## src/rtl/dff_arb_pkg.sv

```systemverilog
// dff_arb_pkg: shared types and helpers for the shared-register arbiter.
//   arb_state_t : arbiter FSM states (IDLE, GRANT, ACK)
//   rr_pick_t   : round-robin search result (found flag + winner index)
//   rr_pick()   : first set request bit searching upward from last+1 mod n
package dff_arb_pkg;

  localparam int MAX_REQ = 8;
  localparam int MAX_IDX = 3;

  typedef enum logic [1:0] {
    IDLE  = 2'd0,
    GRANT = 2'd1,
    ACK   = 2'd2
  } arb_state_t;

  typedef struct packed {
    logic               found;
    logic [MAX_IDX-1:0] idx;
  } rr_pick_t;

  // Requests are zero-extended to MAX_REQ so one function serves every N_REQ;
  // only the first n bits are ever looked at.
  function automatic rr_pick_t rr_pick(input logic [MAX_REQ-1:0] req,
                                       input logic [MAX_IDX-1:0] last,
                                       input int                 n);
    rr_pick_t r;
    int       c;
    r = '0;
    for (int k = 1; k <= MAX_REQ; k++) begin
      if (k <= n) begin
        c = (int'(last) + k) % n;
        if (!r.found && req[c[MAX_IDX-1:0]]) begin
          r.found = 1'b1;
          r.idx   = c[MAX_IDX-1:0];
        end
      end
    end
    return r;
  endfunction

endpackage

```

## src/rtl/dff_bank.sv

```systemverilog
// dff_cell: one async-clear D flip-flop with synchronous set and load enable.
//   clk, clear (async, active high), d, en (load), set (load 1), q
// dff_bank: WIDTH copies of dff_cell sharing control, holding the shared value.
//   clk, clear, load, set, d[WIDTH], q[WIDTH]
module dff_cell (
  input  logic clk,
  input  logic clear,
  input  logic d,
  input  logic en,
  input  logic set,
  output logic q
);
  // set outranks load; the arbiter never asserts both in one cycle anyway
  always_ff @(posedge clk or posedge clear) begin
    if (clear)    q <= 1'b0;
    else if (set) q <= 1'b1;
    else if (en)  q <= d;
  end
endmodule

module dff_bank #(
  parameter int WIDTH = 8
) (
  input  logic             clk,
  input  logic             clear,
  input  logic             load,
  input  logic             set,
  input  logic [WIDTH-1:0] d,
  output logic [WIDTH-1:0] q
);
  for (genvar g = 0; g < WIDTH; g++) begin : g_bit
    dff_cell u_bit (
      .clk  (clk),
      .clear(clear),
      .d    (d[g]),
      .en   (load),
      .set  (set),
      .q    (q[g])
    );
  end
endmodule

```

## src/rtl/dff_reg_arbiter.sv

```systemverilog
// dff_reg_arbiter: round-robin arbiter sharing one WIDTH-bit register between
// N_REQ requesters over a four-phase req/gnt/ack handshake.
//   clk, clear (async, active high)
//   req[N_REQ]          request levels, held until ack then dropped
//   wdata[N_REQ*WIDTH]  slice i is requester i's write data
//   preset              load all ones while idle
//   gnt/ack[N_REQ]      registered one-hot grant / acknowledge
//   q, q_owner, q_valid shared value, last writer, written-since-reset flag
//   busy                FSM not idle
module dff_reg_arbiter
  import dff_arb_pkg::*;
#(
  parameter int N_REQ = 4,
  parameter int WIDTH = 8,
  parameter int IDX_W = 2
) (
  input  logic               clk,
  input  logic               clear,
  input  logic [N_REQ-1:0]   req,
  input  logic [N_REQ*WIDTH-1:0] wdata,
  input  logic               preset,
  output logic [N_REQ-1:0]   gnt,
  output logic [N_REQ-1:0]   ack,
  output logic [WIDTH-1:0]   q,
  output logic [IDX_W-1:0]   q_owner,
  output logic               q_valid,
  output logic               busy
);

  arb_state_t       state, state_n;
  logic [IDX_W-1:0] rr_last, rr_last_n;
  logic [IDX_W-1:0] win, win_n;
  logic [N_REQ-1:0] gnt_n, ack_n;
  logic [IDX_W-1:0] owner_n;
  logic             valid_n;
  logic             bank_load, bank_set;
  logic [WIDTH-1:0] win_data;
  rr_pick_t         pick;

  always_comb pick = rr_pick(MAX_REQ'(req), MAX_IDX'(rr_last), N_REQ);

  always_comb win_data = wdata[int'(win)*WIDTH +: WIDTH];

  always_comb begin
    state_n   = state;
    rr_last_n = rr_last;
    win_n     = win;
    gnt_n     = gnt;
    ack_n     = ack;
    owner_n   = q_owner;
    valid_n   = q_valid;
    bank_load = 1'b0;
    bank_set  = 1'b0;
    case (state)
      IDLE: begin
        // preset wins over pending requests; they are picked up next cycle
        if (preset) begin
          bank_set = 1'b1;
          valid_n  = 1'b1;
        end else if (pick.found) begin
          win_n   = IDX_W'(pick.idx);
          gnt_n   = N_REQ'(1) << pick.idx;
          state_n = GRANT;
        end
      end
      GRANT: begin
        // write completes even if the winner already dropped req
        bank_load = 1'b1;
        owner_n   = win;
        valid_n   = 1'b1;
        ack_n     = N_REQ'(1) << win;
        rr_last_n = win;
        state_n   = ACK;
      end
      ACK: begin
        if (!req[win]) begin
          gnt_n   = '0;
          ack_n   = '0;
          state_n = IDLE;
        end
      end
      default: begin
        gnt_n   = '0;
        ack_n   = '0;
        state_n = IDLE;
      end
    endcase
  end

  always_ff @(posedge clk or posedge clear) begin
    if (clear) state <= IDLE;
    else       state <= state_n;
  end

  // rr_last resets to the top index so requester 0 is searched first
  always_ff @(posedge clk or posedge clear) begin
    if (clear) begin
      rr_last <= IDX_W'(N_REQ-1);
      win     <= '0;
      gnt     <= '0;
      ack     <= '0;
      q_owner <= '0;
      q_valid <= 1'b0;
    end else begin
      rr_last <= rr_last_n;
      win     <= win_n;
      gnt     <= gnt_n;
      ack     <= ack_n;
      q_owner <= owner_n;
      q_valid <= valid_n;
    end
  end

  dff_bank #(.WIDTH(WIDTH)) u_bank (
    .clk  (clk),
    .clear(clear),
    .load (bank_load),
    .set  (bank_set),
    .d    (win_data),
    .q    (q)
  );

  assign busy = (state != IDLE);

endmodule

```

## config.mk

```make
export PLATFORM = sky130hd
export DESIGN_NAME = dff_reg_arbiter
export DESIGN_NICKNAME = d
export VERILOG_FILES = /design/src/rtl/dff_arb_pkg.sv /design/src/rtl/dff_bank.sv /design/src/rtl/dff_reg_arbiter.sv
export SDC_FILE = /design/constraint.sdc
export NUM_CORES = 1
export LEC_CHECK = 0
export CAP_MARGIN = 20
export CORE_MARGIN = 2
export CORE_UTILIZATION = 38
export CTS_CLUSTER_SIZE = 16
export DETAILED_ROUTE_END_ITERATION = 6
export GPL_TIMING_DRIVEN = 0
export PLACE_DENSITY = 0.86
export SYNTH_ARGS = -nofsm -noshare
export SYNTH_HDL_FRONTEND = slang
export SYNTH_HIERARCHICAL = 1
export SYNTH_SLANG_ARGS = --single-unit
```

## constraint.sdc

```tcl
create_clock -name clk -period 1.6 [get_ports clk]
set_input_delay 0.24 -clock clk [delete_from_list [all_inputs] [get_ports clk]]
set_output_delay 0.24 -clock clk [all_outputs]
set_load 0.005 [all_outputs]
```

==> flow_metrics.tcl <==
set metrics [dict create \
    p_comb_share_pct 58.4 \
    cts_tree "done" \
    path_clk_slew_ns 0.14 \
    ys_ff_latch 25 \
    finalMaxSlewViolations 0 \
    cp_slowest_stage_delay_ns 0.51 \
    num_rows 21 \
    fmax_ghz 0.641 \
    finalCritPeriodShare_pct 97.6 \
    slowest_stage "mux4_2" \
    grt-ovfl-total 0 \
    syn_area_sq_um 1370 \
    grt_max_degree 21 \
    clock_path_buffers 2 \
    antennaDiodeCount 0 \
    maxSlewHeadroom_pct 57.1 \
    whs_ns 0.230 \
    die_area_sq_um 4090 \
    switching_share_pct 34.6 \
    drc 0 \
    pwr-share-seq_pct 32.7 \
    cp-startpoint "win[0]" \
    yosysTopAreaCell "dfrtp_1" \
    drive_gt1_share_pct 20.8 \
    grt_pass1_wl_mm 5.92 \
    path_cells "buf_6, buf_12, mux4_2, a211o_1" \
    cts_hold_buf 0 \
    synthTopCellsByArea "dfrtp_1 (42%), mux4_2 (15%), a211o_1 (5.1%)" \
    dpl.hpwl_mm 2.74 \
    ff2ff_path_depth 4 \
    place.gp.congestion 0.776 \
    wire_per_inst_microns 16.1 \
    path_class "flop to flop" \
    fillers 247 \
    grt_usage_pct 18.6 \
    crit_path_end_kind "flop" \
    cap_violations 0 \
    grt_pass1_vias 1231 \
    outcome "finished clean" \
    drt_iter0_markers 45 \
    ys_warn_count 6 \
    synthesis.nets 155 \
    worst_ir_drop_vdd_mv 0.691 \
    cts_max_level 1 \
    antenna_left 0 \
    fp.coreArea_sq_um 3390 \
    via_per_inst 5.15 \
    num_io_pins 59 \
    startpoint_type "flop" \
    internal_power_mw 2.16 \
    fp.dieH_microns 64.0 \
    p_sw_mw 1.14 \
    start_util_pct 40.3 \
    timing.rr.start "win[0]" \
    worst_ep_arrival_time_ns 1.79 \
    skew_ns 0.00690 \
    antenna_found_initial 0 \
    clock_sinks 25 \
    synthDistinctLibCells 33 \
    fin_cells 229 \
    io_buffer_count 58 \
    synth_cells 116 \
    placed_cells 220 \
    finalCriticalPeriod_ns 1.56 \
    worst_pin_slew_ns 0.643 \
    setup_viol 0 \
    cts_buffers 3 \
    vias 1180 \
    rsz0062_at_grt "false" \
    ys_seq_area_share_pct 46.0 \
    required_ns 1.83 \
    hold_viol 0 \
    final_nets 223 \
    avgSynthCellArea_sq_um 11.8 \
    pwr-share-clk_pct 8.9 \
    power.density_nw_per_um2 1550 \
    leakage_nw 0.894 \
    p_total_mw 3.30 \
    die_w_microns 64.0 \
    hold_class "input pin to asynchronous set/reset pin" \
    cts_root_buf "clkbuf_4" \
    syn2layout_area_growth_pct 55.8 \
    wl_mm 3.69 \
    synthDominantCellAreaShare_pct 42.1 \
    clk_latency_ns 0.33 \
    path_max_fanout 10 \
    dr.pass1.iters 5 \
]
[layout make-up]
class                           instances  area [sq um]  area share (%)
Clock buffer                            3          22.5            1.06
Multi-Input combinational cell         75           686            32.2
Buffer                                  4          47.5            2.23
Tap cell                               46          57.6            2.70
Inverter                               12          51.3            2.41
Clock inverter                          1          7.51           0.353
Timing Repair Buffer                   62           622            29.2
Timing Repair inverter                  1          5.00           0.235
Sequential cell                        25           629            29.6
[cells by family after synthesis]
group | Yosys count | synth area share [%]
mux | 13 | 17.9
flops | 25 | 46.0
simple gates | 40 | 16.4
buf+inv | 16 | 5.68
compound gates | 22 | 14.1
[timing repair]
item,4_1_cts,5_1_grt
endpoints found under the hold margin,0,0
setup buffers,2,2
pin swaps,2,1
gates resized for setup,10,4
cloned,0,1
setup endpoints to repair,11,8
[cells in the final DEF, fill, tap and decap left out, types with 2 or more instances in the layout]
cell	netlist	routed
clkdlybuf4s50_1	0	57
dfrtp_1	23	22
nand2_1	11	11
nor2b_1	11	11
inv_1	11	10
mux4_2	9	9
a211o_1	8	8
mux2i_1	3	3
nand2b_1	4	3
o2bb2ai_1	3	3
nor2_1	4	3
clkbuf_4	0	3
buf_4	0	3
clkinvlp_4	0	2
buf_6	2	2
buf_12	0	2
or2_2	2	2
a21oi_1	2	2
a32o_1	2	2
a21o_1	2	2
dfstp_2	2	2
[metrics by stage]
| stage | util (%) | cell area [sq um] | setup WS [ns] | TNS [ns] |
|---|---|---|---|---|
| 6_report | 62.8 | 2130 | 0.0390 | 0 |
| 5_1_grt | 62.8 | 2130 | 0.00257 | 0 |
| 4_1_cts | 61.3 | 2080 | 0.00681 | 0 |
| 3_5_place_dp | 59.1 | 2000 | -0.312 | -2.82 |
| 3_3_place_gp | 59.1 | 2000 | -0.286 | -2.17 |
| 2_1_floorplan | - | 1370 | 0.0126 | 0 |
[critical path, delay by kind of cell, from the launching register on]
family,cells,cell delay (ns)
AOI/OAI and AO/OA,1,0.31
buffers and inverters,2,0.27
DFF,1,0.37
muxes,1,0.51
[state kept, by name, indices dropped and copies added (netlist names)]
register              count
u_bank/g_bit.u_bit/q      8
ack                       4
gnt                       4
q_owner                   2
rr_last                   2
state                     2
win                       2
q_valid                   1
[power by group through the flow]
stage,clock network (mW),logic [mW],registers [mW]
after CTS,0.296,1.83,1.08
after global placement,0,1.66,1.07
final,0.293,1.93,1.08
after detailed placement,0,1.73,1.09
after global routing,0.324,2.08,1.11
after floorplan,0,1.00,1.07
[synthesized netlist by cell type]
master     instances
or3_1              1
nand2b_1           4
buf_2              1
nor2b_1           11
a32o_1             2
nand2_1           11
a21oi_1            2
nor3_1             1
dfrtp_1           23
o2bb2ai_1          3
o31ai_1            1
clkbuf_1           1
nor2_1             4
o221a_2            1
mux2_2             1
o2bb2ai_2          1
a211o_1            8
or2_2              2
a22o_1             1
clkinv_2           1
nor2_4             1
nor4_1             1
or4_4              1
o221ai_1           1
mux2i_1            3
or2_1              1
dfstp_2            2
and2_1             1
mux4_2             9
buf_6              2
inv_1             11
a21o_1             2
and3b_1            1
[path summary, 6_finish.rpt]
kind / slack, ns / to
setup / recovery: 0.04 / u_bank/g_bit[1].u_bit/q
hold / removal: 0.23 / u_bank/g_bit[0].u_bit/q
setup reg to reg: 0.04 / u_bank/g_bit[1].u_bit/q
hold reg to reg: 0.49 / rr_last[0]
max in group asynchronous: 0.63 / state[0]
min in group clk: 0.49 / rr_last[0]
[routing by layer]
| metal | share of wire, % | track usage, % | up-vias |
|---|---|---|---|
| met5 | 0 | 0 | - |
| met2 | 51 | 34.1 | 52 |
| met4 | 0.52 | 3.26 | 0 |
| li1 | - | - | 556 |
| met3 | 6.1 | 4.58 | 3 |
| met1 | 43 | 22.0 | 569 |
No activity file was read; power rests on OpenSTA's default activity.
